==> config.mk <==
export PLATFORM = sky130hd
export DESIGN_NAME = ps2_rx_flat
export DESIGN_NICKNAME = d
export VERILOG_FILES = /design/src/rtl/ps2_rx_if.sv /design/src/rtl/ps2_rx.sv /design/src/flat_wrapper.sv
export SDC_FILE = /design/constraint.sdc
export NUM_CORES = 1
export LEC_CHECK = 0
export CAP_MARGIN = 20
export CORE_ASPECT_RATIO = 1.75
export CORE_MARGIN = 8
export CORE_UTILIZATION = 60
export DETAILED_ROUTE_END_ITERATION = 8
export GPL_TIMING_DRIVEN = 1
export PLACE_DENSITY_LB_ADDON = 0.3
export RECOVER_POWER = 50
export SLEW_MARGIN = 5
export SYNTH_ARGS = -nofsm -noshare
export SYNTH_HDL_FRONTEND = slang
export SYNTH_SLANG_ARGS = --single-unit
==> constraint.sdc <==
create_clock -name clk -period 5.55 [get_ports clk]
set_clock_uncertainty 0.1 [all_clocks]
set_input_delay 0.555 -clock clk [delete_from_list [all_inputs] [get_ports clk]]
set_output_delay 0.555 -clock clk [all_outputs]
set_load 0.01 [all_outputs]
==> src/rtl/ps2_rx_if.sv <==
// Signal bundle for the PS/2 receiver.
// Raw keyboard lines go in; the decoded byte and its status strobes come out.
interface ps2_rx_if;
  logic       kb_clk;
  logic       kb_data;
  logic [7:0] scan_code_out;
  logic       valid_code;
  logic       parity_err;
  logic       frame_err;

  // master is the keyboard/consumer side, slave is the receiver itself.
  modport master (
    output kb_clk, kb_data,
    input  scan_code_out, valid_code, parity_err, frame_err
  );

  modport slave (
    input  kb_clk, kb_data,
    output scan_code_out, valid_code, parity_err, frame_err
  );
endinterface

==> src/rtl/ps2_rx.sv <==
// PS/2 keyboard receiver: synchronizes and deglitches kb_clk/kb_data, then deserializes
// 11-bit frames (start, 8 data LSB-first, odd parity, stop) into one-cycle strobed bytes.
module ps2_rx #(
  parameter int FILTER_LEN     = 8,
  parameter int TIMEOUT_CYCLES = 200000
) (
  input  logic     clk,
  input  logic     rst,
  ps2_rx_if.slave  ps2
);

  localparam int FW = $clog2(FILTER_LEN + 1);
  localparam int TW = $clog2(TIMEOUT_CYCLES + 1);
  localparam logic [FW-1:0] FILT_LAST = FW'(FILTER_LEN - 1);
  localparam logic [TW-1:0] TO_LAST   = TW'(TIMEOUT_CYCLES - 1);
  localparam logic [TW-1:0] TO_MAX    = TW'(TIMEOUT_CYCLES);

  typedef enum logic [1:0] {
    S_IDLE,
    S_DATA,
    S_PARITY,
    S_STOP
  } state_e;

  logic [1:0]    clk_sync_q, data_sync_q;
  logic          sync_clk, sync_data;
  logic          filt_clk_q, filt_clk_d;
  logic [FW-1:0] filt_cnt_q, filt_cnt_d;
  logic          prev_filt_q;
  logic          fall;
  logic          timeout;

  state_e        state_q, state_d;
  logic [7:0]    shreg_q, shreg_d;
  logic [3:0]    bit_cnt_q, bit_cnt_d;
  logic          par_q, par_d;
  logic [TW-1:0] idle_cnt_q, idle_cnt_d;
  logic [7:0]    code_q, code_d;
  logic          valid_q, valid_d;
  logic          perr_q, perr_d;
  logic          ferr_q, ferr_d;

  // Synchronizers, clock filter and edge history all rest at the idle-high bus level.
  // NOTE: sequential state uses non-blocking (<=) so every flop samples pre-edge values.
  always_ff @(posedge clk or negedge rst) begin
    if (!rst) begin
      clk_sync_q  <= 2'b11;
      data_sync_q <= 2'b11;
      filt_clk_q  <= 1'b1;
      filt_cnt_q  <= '0;
      prev_filt_q <= 1'b1;
    end else begin
      clk_sync_q  <= {clk_sync_q[0], ps2.kb_clk};
      data_sync_q <= {data_sync_q[0], ps2.kb_data};
      filt_clk_q  <= filt_clk_d;
      filt_cnt_q  <= filt_cnt_d;
      prev_filt_q <= filt_clk_q;
    end
  end

  assign sync_clk  = clk_sync_q[1];
  assign sync_data = data_sync_q[1];

  // filt_clk only follows sync_clk after FILTER_LEN consecutive disagreeing samples.
  // NOTE: every always_comb output gets a default first, so no path can infer a latch.
  always_comb begin
    filt_clk_d = filt_clk_q;
    filt_cnt_d = '0;
    if (sync_clk != filt_clk_q) begin
      if (filt_cnt_q == FILT_LAST) begin
        filt_clk_d = sync_clk;
      end else begin
        filt_cnt_d = filt_cnt_q + FW'(1);
      end
    end
  end

  assign fall = prev_filt_q & ~filt_clk_q;

  // Frame state, counters and the held output byte.
  // NOTE: every register here, the shift register included, is reset so a
  // mid-frame reset leaves no stale partial frame behind.
  always_ff @(posedge clk or negedge rst) begin
    if (!rst) begin
      state_q    <= S_IDLE;
      shreg_q    <= '0;
      bit_cnt_q  <= '0;
      par_q      <= 1'b0;
      idle_cnt_q <= '0;
      code_q     <= '0;
      valid_q    <= 1'b0;
      perr_q     <= 1'b0;
      ferr_q     <= 1'b0;
    end else begin
      state_q    <= state_d;
      shreg_q    <= shreg_d;
      bit_cnt_q  <= bit_cnt_d;
      par_q      <= par_d;
      idle_cnt_q <= idle_cnt_d;
      code_q     <= code_d;
      valid_q    <= valid_d;
      perr_q     <= perr_d;
      ferr_q     <= ferr_d;
    end
  end

  // A fall in the same cycle as the timeout wins, so the timeout is masked by it.
  assign timeout = (state_q != S_IDLE) && (idle_cnt_q == TO_LAST) && !fall;

  always_comb begin
    state_d   = state_q;
    shreg_d   = shreg_q;
    bit_cnt_d = bit_cnt_q;
    par_d     = par_q;
    code_d    = code_q;
    valid_d   = 1'b0;
    perr_d    = 1'b0;
    ferr_d    = 1'b0;

    if (fall || state_q == S_IDLE) begin
      idle_cnt_d = '0;
    end else if (idle_cnt_q != TO_MAX) begin
      idle_cnt_d = idle_cnt_q + TW'(1);
    end else begin
      idle_cnt_d = idle_cnt_q;
    end

    if (fall) begin
      unique case (state_q)
        S_IDLE: begin
          if (!sync_data) begin
            state_d   = S_DATA;
            bit_cnt_d = '0;
          end
        end
        S_DATA: begin
          shreg_d   = {sync_data, shreg_q[7:1]};
          bit_cnt_d = bit_cnt_q + 4'd1;
          if (bit_cnt_q == 4'd7) state_d = S_PARITY;
        end
        S_PARITY: begin
          par_d   = sync_data;
          state_d = S_STOP;
        end
        S_STOP: begin
          state_d = S_IDLE;
          if (!sync_data) begin
            ferr_d = 1'b1;
          end else if (^{shreg_q, par_q}) begin
            code_d  = shreg_q;
            valid_d = 1'b1;
          end else begin
            perr_d = 1'b1;
          end
        end
        default: state_d = S_IDLE;
      endcase
    end else if (timeout) begin
      state_d = S_IDLE;
      ferr_d  = 1'b1;
    end
  end

  assign ps2.scan_code_out = code_q;
  assign ps2.valid_code    = valid_q;
  assign ps2.parity_err    = perr_q;
  assign ps2.frame_err     = ferr_q;

endmodule

==> src/flat_wrapper.sv <==
// flat-port wrapper written by rule: the top's interface ports become plain ports
module ps2_rx_flat 
#(
  parameter int FILTER_LEN     = 8,
  parameter int TIMEOUT_CYCLES = 200000
)
  (clk, rst, ps2_kb_clk, ps2_kb_data, ps2_scan_code_out, ps2_valid_code, ps2_parity_err, ps2_frame_err);
  ps2_rx_if ps2_i ();
  input  logic clk;
  input  logic rst;
  input wire logic [$bits(ps2_i.kb_clk)-1:0] ps2_kb_clk;
  input wire logic [$bits(ps2_i.kb_data)-1:0] ps2_kb_data;
  output wire logic [$bits(ps2_i.scan_code_out)-1:0] ps2_scan_code_out;
  output wire logic [$bits(ps2_i.valid_code)-1:0] ps2_valid_code;
  output wire logic [$bits(ps2_i.parity_err)-1:0] ps2_parity_err;
  output wire logic [$bits(ps2_i.frame_err)-1:0] ps2_frame_err;
  assign ps2_i.kb_clk = ps2_kb_clk;
  assign ps2_i.kb_data = ps2_kb_data;
  assign ps2_scan_code_out = ps2_i.scan_code_out;
  assign ps2_valid_code = ps2_i.valid_code;
  assign ps2_parity_err = ps2_i.parity_err;
  assign ps2_frame_err = ps2_i.frame_err;
  ps2_rx #(.FILTER_LEN(FILTER_LEN), .TIMEOUT_CYCLES(TIMEOUT_CYCLES)) u_core (.clk(clk), .rst(rst), .ps2(ps2_i));
endmodule
==> metrics.csv, run 1 <==
stage;metric;value;unit
global_route;global-route wire length before repair;7410;µm
clock_tree;hold buffer count at CTS;0;
power;PnR Total Power;0.8922;mW
flow_run;max-cap violations;1;
global_route;GRT Total Usage;0.1408;
setup_path;r2r startpoint;u_core.state_q[0]$_DFFE_PN0P_;
yosys;largest area contributor in the netlist;dfrtp_1;
final_layout;final instance area;2778;µm²
setup_path;crit path cell chain;buf_2, clkbuf_1;
power;leakage power;1.209;nW
final_layout;Final #Nets;259;
timing;worst-margin pin slew;2.756;ns
setup_path;Largest delay share family, worst path;buffers and inverters;
floorplanning;chip height;101.6;µm
clock_tree;clk root buf;clkbuf_8;
timing;Fin Setup TNS;0;ns
routing;DRT antenna net count;0;
clock_tree;number of post-CTS setup repair buffers;0;
final_layout;diode count;0;
clock_tree;Clock transition at path regs;0.09;ns
floorplanning;die span in x;64.91;µm
placement;hpwl dp;3123;µm
floorplanning;I/O pin total;15;
timing;WHS;0.2653;ns
placement;Placer Congestion;0.7676;
setup_path;Buf/Inv on CP;2;
setup_path;Critical Path Max Stage Delay;1.94;ns
routing;Routed WL per cell;14.50;µm
timing;Max Fclk;0.3462;GHz
clock_tree;clk buf depth;2;
final_layout;Util after Layout;0.6820;
yosys;Mapped Cells;228;
routing;vias per cell;5.713;
timing;Setup violations, final;0;
floorplanning;die area;6593;µm²
routing;DR iter-0 viols;44;
hold_path;worst min path class;flop to flop;
global_route;Congestion Overflow GR;0;
clock_tree;TritonCTS clock tree;done;
timing;unrepaired setup endpoints after global routing;no;
clock_tree;Clock Latency Late Sink;0.30;ns
clock_tree;clock sink total;54;
final_layout;Layout area overhead;10.61;%
timing;Final min period;2.889;ns
timing;Final Slew Violations;55;
yosys;share of the synthesized area in the top cell type;0.4783;
yosys;flops & latches, synth;54;
global_route;largest net degree at the start of global routing;55;
yosys;Seq/Total Area, Yosys;0.5411;
power;Max VDD drop;0.2927;mV
routing;Vias;1691;
setup_path;Critical Path Source Type;primary input;
yosys;Avg Cell Area, Syn;11.01;µm²
final_layout;commonest cells after routing, fill and taps aside;dfrtp_1 (48), nor2_1 (27), nand2_1 (17), mux2_2 (17), xnor2_1 (15);
setup_path;CP Launch Point;rst;
yosys;syn_nets;241;
setup_path;Critical Path AT;2.61;ns
setup_path;Setup CP Type;primary input to async pin;
routing;First-pass DRT Iterations;4;
yosys;Synth Cell Area;2511;µm²
placement;PortBufs;14;
timing;Tcrit/Tclk final;0.5205;
clock_tree;post-cts resize count;0;
routing;final routed DRC violation total;0;
final_layout;layout cells sized above 1;0.1255;
setup_path;Crit Path Max Fanout;54;
setup_path;worst endpoint required time;5.27;ns
timing;Fin. Hold Viols;0;
clock_tree;H-tree Lvls;2;
floorplanning;core area;4073;µm²
setup_path;CP Capture Type;async pin;
outcome;failing checks;max-capacitance violations, max-slew violations;
yosys;most used flip-flop cell after synthesis;dfrtp_1;
yosys;Ys Warns;0;
timing;Slew headroom;-0.8376;
global_route;initial antenna violation count;0;
final_layout;commonest non-fill, non-tap cell in the layout;dfrtp_1;
yosys;Cell variety after synth;32;
floorplanning;# rows;31;
global_route;number of global-route vias before repair;1704;
yosys;number of synthesized flops with an enable pin;0;
setup_path;Crit-path slowest cell;clkbuf_1;
yosys;top cells by area, synth;dfrtp_1 (48%), mux2_2 (7.6%), dfstp_2 (6.3%), xnor2_1 (5.2%), ha_1 (4.5%);
hold_path;Worst Min Path Start;u_core.clk_sync_q[0]$_DFF_PN1_;
clock_tree;CTS Buf Count;5;
outcome;status;complete, but fails checks;
power;power per cell area;321.2;nW/µm²
yosys;FFs w/ async S/R, synth;1.000;
placement;Placed Area;2698;µm²
floorplanning;Initial Util;0.6166;
final_layout;fill count;325;
routing;total length of routed wires;4292;µm
## metrics by stage
stage | cells | setup slack [ns]
global placement | 288 | 3.293
global route | 296 | 2.056
finish | 296 | 2.661
CTS | 296 | 3.205
floorplan | 228 | 3.551
detailed placement | 288 | 3.214
## cells in the mapped netlist, types with 2 or more instances
master	number
ha_1	9
nand3_1	14
and4_1	3
nor4_1	4
o21ai_0	7
mux2_2	17
and3_1	3
xor2_1	11
inv_1	8
dfrtp_1	48
nor2_1	27
nand2_1	17
nor3b_1	3
xnor2_1	15
nand4_1	4
nor3_1	6
nor2b_1	3
o221ai_1	2
buf_2	2
dfstp_2	6
a21oi_1	8
## sequential cells by signal (all words and copies together) (netlist names)
| name | count |
|---|---|
| u_core.state_q | 2 |
| u_core.filt_cnt_q | 4 |
| u_core.bit_cnt_q | 4 |
| u_core.idle_cnt_q | 18 |
| u_core.clk_sync_q | 2 |
| u_core.par_q | 1 |
| u_core.prev_filt_q | 1 |
| u_core.ps2.valid_code | 1 |
| u_core.data_sync_q | 2 |
| u_core.filt_clk_q | 1 |
| u_core.ps2.frame_err | 1 |
| u_core.ps2.parity_err | 1 |
| u_core.ps2.scan_code_out | 8 |
| u_core.shreg_q | 8 |
## worst register-to-register path, delay by kind of cell (launching register included)
family,cells,cell delay [ns]
and+or+nand+nor,3,1.24
adders and majority gates,1,0.28
buffers and inverters,1,0.10
DFF,1,0.40
AOI/OAI and AO/OA,1,0.09
## path summary, 6_finish.rpt
| path | end | slack, ns | cells after the start |
|---|---|---|---|
| max in group clk | u_core.state_q[0]$_DFFE_PN0P_ | 3.22 | 6 |
| hold / removal | u_core.clk_sync_q[1]$_DFF_PN1_ | 0.27 | 0 |
| hold reg to reg | u_core.clk_sync_q[1]$_DFF_PN1_ | 0.27 | 0 |
| setup reg to reg | u_core.state_q[0]$_DFFE_PN0P_ | 3.22 | 6 |
| setup / recovery | u_core.idle_cnt_q[1]$_DFFE_PN0P_ | 2.66 | 2 |
| min in group asynchronous | u_core.idle_cnt_q[13]$_DFFE_PN0P_ | 1.12 | 2 |
## report_power, final
group	internal (mW)	total, mW	switching [mW]	leakage (nW)
Combinational	0.0786	0.207	0.128	0.444
Sequential	0.437	0.477	0.0400	0.727
Clock	0.0895	0.209	0.119	0.0385
## per-layer routing
layer,wire [µm],track usage,vias up
li1,-,-,817
met1,1680,0.1452,844
met2,2415,0.2608,24
met3,117,0.03101,6
met4,79,0.06250,0
met5,0,0,-
## logic make-up after synthesis
group / Yosys count / share of synthesized area
AO/OA/AOI/OAI: 20 / 0.04684
multiplexers: 19 / 0.08620
flip-flops: 54 / 0.5411
XOR/XNOR: 26 / 0.09068
adder cells (fa/ha/maj): 9 / 0.04484
buffers and inverters: 12 / 0.01893
AND/OR/NAND/NOR: 88 / 0.1714
## layout make-up
class	count	area [µm²]	area share
multi-input combinational	162	1105	0.3977
sequential	54	1359	0.4892
timing repair buffer	15	138.9	0.05000
inverter	8	30.03	0.01081
clock inverter	1	7.507	0.002703
tap	49	61.31	0.02207
clock buffer	7	76.32	0.02748
Power figures use the tool's default switching activity.
==> inputs of run 2 (changes only) <==
--- a/config.mk
+++ b/config.mk
@@ -8,7 +8,7 @@
 export CAP_MARGIN = 20
 export CORE_ASPECT_RATIO = 1.75
 export CORE_MARGIN = 8
-export CORE_UTILIZATION = 60
+export CORE_UTILIZATION = 58
 export DETAILED_ROUTE_END_ITERATION = 8
 export GPL_TIMING_DRIVEN = 1
 export PLACE_DENSITY_LB_ADDON = 0.3
==> constraint.sdc (replaced) <==
create_clock -name clk -period 2.85 [get_ports clk]
set_clock_uncertainty 0.1 [all_clocks]
set_input_delay 0.285 -clock clk [delete_from_list [all_inputs] [get_ports clk]]
set_output_delay 0.285 -clock clk [all_outputs]
set_load 0.01 [all_outputs]
==> run 2 against run 1 <==
The flow now finishes without violations. Register-to-register slack worse by 2.5 ns. Worst setup slack lost 1.9 ns. Combinational power grew 100%. Clock power grew 98%. Global-route usage increased by 0.067 points. Routed wire length increased by 0.33%. Non-clock buffer count increased by 2. Via count shrank 0.59%. Largest cell class unchanged.
==> metrics.csv, run 2 (synthesis results as in run 1) <==
stage;metric;value;unit
timing;unrepaired setup endpoints after global routing;no;
clock_tree;Clock transition at path regs;0.09;ns
placement;PortBufs;14;
global_route;GRT busiest layer;met2;
placement;hpwl dp;3158;µm
final_layout;commonest non-fill, non-tap cell in the layout;dfrtp_1;
timing;worst-margin pin slew;1.294;ns
timing;Final min period;2.118;ns
power;PnR Total Power;1.755;mW
final_layout;commonest cells after routing, fill and taps aside;dfrtp_1 (48), nor2_1 (27), nand2_1 (17), mux2_2 (17), xnor2_1 (15);
setup_path;worst reg-to-reg path cell count;5;
timing;Tcrit/Tclk final;0.7433;
clock_tree;hold buffer count at CTS;1;
routing;Vias;1681;
floorplanning;die span in x;65.74;µm
global_route;Congestion Overflow GR;0;
routing;vias per cell;5.641;
setup_path;Critical Path Source Type;flop;
clock_tree;number of post-CTS setup repair buffers;0;
clock_tree;clk root buf;clkbuf_8;
final_layout;max FFs per register;18;
setup_path;Setup CP Type;flop to flop;
setup_path;Worst R2R Setup Slack;0.73;ns
timing;Max Fclk;0.4721;GHz
routing;First-pass DRT Iterations;4;
floorplanning;core area;4150;µm²
hold_path;hold path depth;0;
global_route;number of global-route vias before repair;1716;
final_layout;Final #Nets;261;
routing;DR iter-0 viols;72;
floorplanning;I/O pin total;15;
floorplanning;chip height;103.0;µm
routing;Routed WL per cell;14.45;µm
final_layout;layout cells sized above 1;0.1285;
global_route;GRT met3 Usage;0.02938;
final_layout;diode count;0;
global_route;largest net degree at the start of global routing;30;
clock_tree;post-cts resize count;0;
final_layout;non-filler cells, final;298;
power;Max VDD drop;0.4627;mV
clock_tree;Clock Latency Late Sink;0.31;ns
clock_tree;H-tree Lvls;2;
power;power per cell area;627.2;nW/µm²
timing;Slew headroom;0.1370;
timing;Fin Setup TNS;0;ns
floorplanning;Initial Util;0.6051;
hold_path;worst min path class;flop to flop;
final_layout;Layout area overhead;11.41;%
power;leakage power;1.219;nW
setup_path;Crit Path Max Fanout;10;
routing;final routed DRC violation total;0;
global_route;GRT Total Usage;0.1414;
floorplanning;die area;6774;µm²
flow_run;max-cap violations;0;
setup_path;crit path cell chain;nor2b_1, nand3_1, nor2_1, mux2_4, mux2_2;
global_route;met1 usage;0.1458;
global_route;met2 usage;0.2587;
routing;DRT antenna net count;0;
final_layout;largest reg by FF count;u_core.idle_cnt_q;
setup_path;Critical Path AT;2.21;ns
setup_path;Crit-path slowest cell;dfstp_2;
setup_path;worst endpoint required time;2.95;ns
clock_tree;clk buf depth;2;
setup_path;r2r startpoint;u_core.prev_filt_q$_DFF_PN1_;
outcome;status;completed;
placement;Placer Congestion;0.7878;
setup_path;worst r2r dst;u_core.ps2.scan_code_out[1]$_DFFE_PN0P_;
placement;Post-Place Cells;289;
clock_tree;CTS Buf Count;5;
timing;Fin. Hold Viols;0;
setup_path;CP Capture Type;flop;
hold_path;worst hold endpoint;u_core.clk_sync_q[1]$_DFF_PN1_;
setup_path;Critical Path Max Stage Delay;0.52;ns
timing;Final Slew Violations;0;
clock_tree;clock sink total;54;
routing;total length of routed wires;4306;µm
clock_tree;TritonCTS clock tree;done;
floorplanning;# rows;31;
global_route;global-route wire length before repair;7534;µm
global_route;initial antenna violation count;0;
hold_path;Worst Min Path Start;u_core.clk_sync_q[0]$_DFF_PN1_;
timing;Setup violations, final;0;
[run 2: changes by cell type in the layout (fill, tap and decap cells not counted), sizes merged]
cell         delta
dlygate4sd3     +1
buf             +1
[run 2: layout make-up]
cell class	count	area, µm²
Multi-Input combinational cell	162	1105
Clock inverter	1	7.507
Inverter	8	30.03
Tap cell	49	61.31
Clock buffer	7	76.32
Fill cell	341	1353
Sequential cell	54	1359
Timing Repair Buffer	17	158.9
[run 2: power breakdown]
group	internal, mW	switching [mW]	total, mW
sequential	0.850	0.0778	0.928
combinational	0.166	0.248	0.414
clock	0.174	0.239	0.413
[run 2: how the worst max path moves through the flow]
stage / endpoint / from / slack, ns
6_report: u_core.ps2.scan_code_out[1]$_DFFE_PN0P_ / u_core.prev_filt_q$_DFF_PN1_ / 0.73
5_1_grt: u_core.bit_cnt_q[3]$_DFFE_PN0P_ / u_core.prev_filt_q$_DFF_PN1_ / 0.51
3_5_place_dp: u_core.ps2.scan_code_out[0]$_DFFE_PN0P_ / u_core.prev_filt_q$_DFF_PN1_ / 0.74
4_1_cts: u_core.ps2.scan_code_out[1]$_DFFE_PN0P_ / u_core.prev_filt_q$_DFF_PN1_ / 0.74
2_1_floorplan: u_core.state_q[0]$_DFFE_PN0P_ / u_core.state_q[0]$_DFFE_PN0P_ / 0.85
3_3_place_gp: u_core.ps2.scan_code_out[1]$_DFFE_PN0P_ / u_core.prev_filt_q$_DFF_PN1_ / 0.80
[run 2: worst max-delay path: cells and delay by family, from the launching register on]
| kind | cells | cell delay, ns |
|---|---|---|
| AND/OR/NAND/NOR | 3 | 0.82 |
| multiplexers | 2 | 0.57 |
| flip-flops | 1 | 0.52 |
[run 2: metrics by stage]
stage                     utilization  setup slack [ns]  cell area, µm²  hold WS [ns]
final                          0.6741            0.7317            2798        0.2591
after global routing           0.6741            0.5105            2798        0.2690
after CTS                      0.6744            0.7392            2799        0.2603
after detailed placement       0.6518            0.7381            2705        0.2022
after global placement         0.6518            0.8019            2705        0.1965
after floorplan                     -            0.8511            2511       -0.1106
[run 2: metal layers]
layer  part of all wire  vias to the layer above
met5                  0                        -
met4              0.022                        0
met3              0.034                        9
met2               0.55                       25
met1               0.40                      825
li1                   -                      822
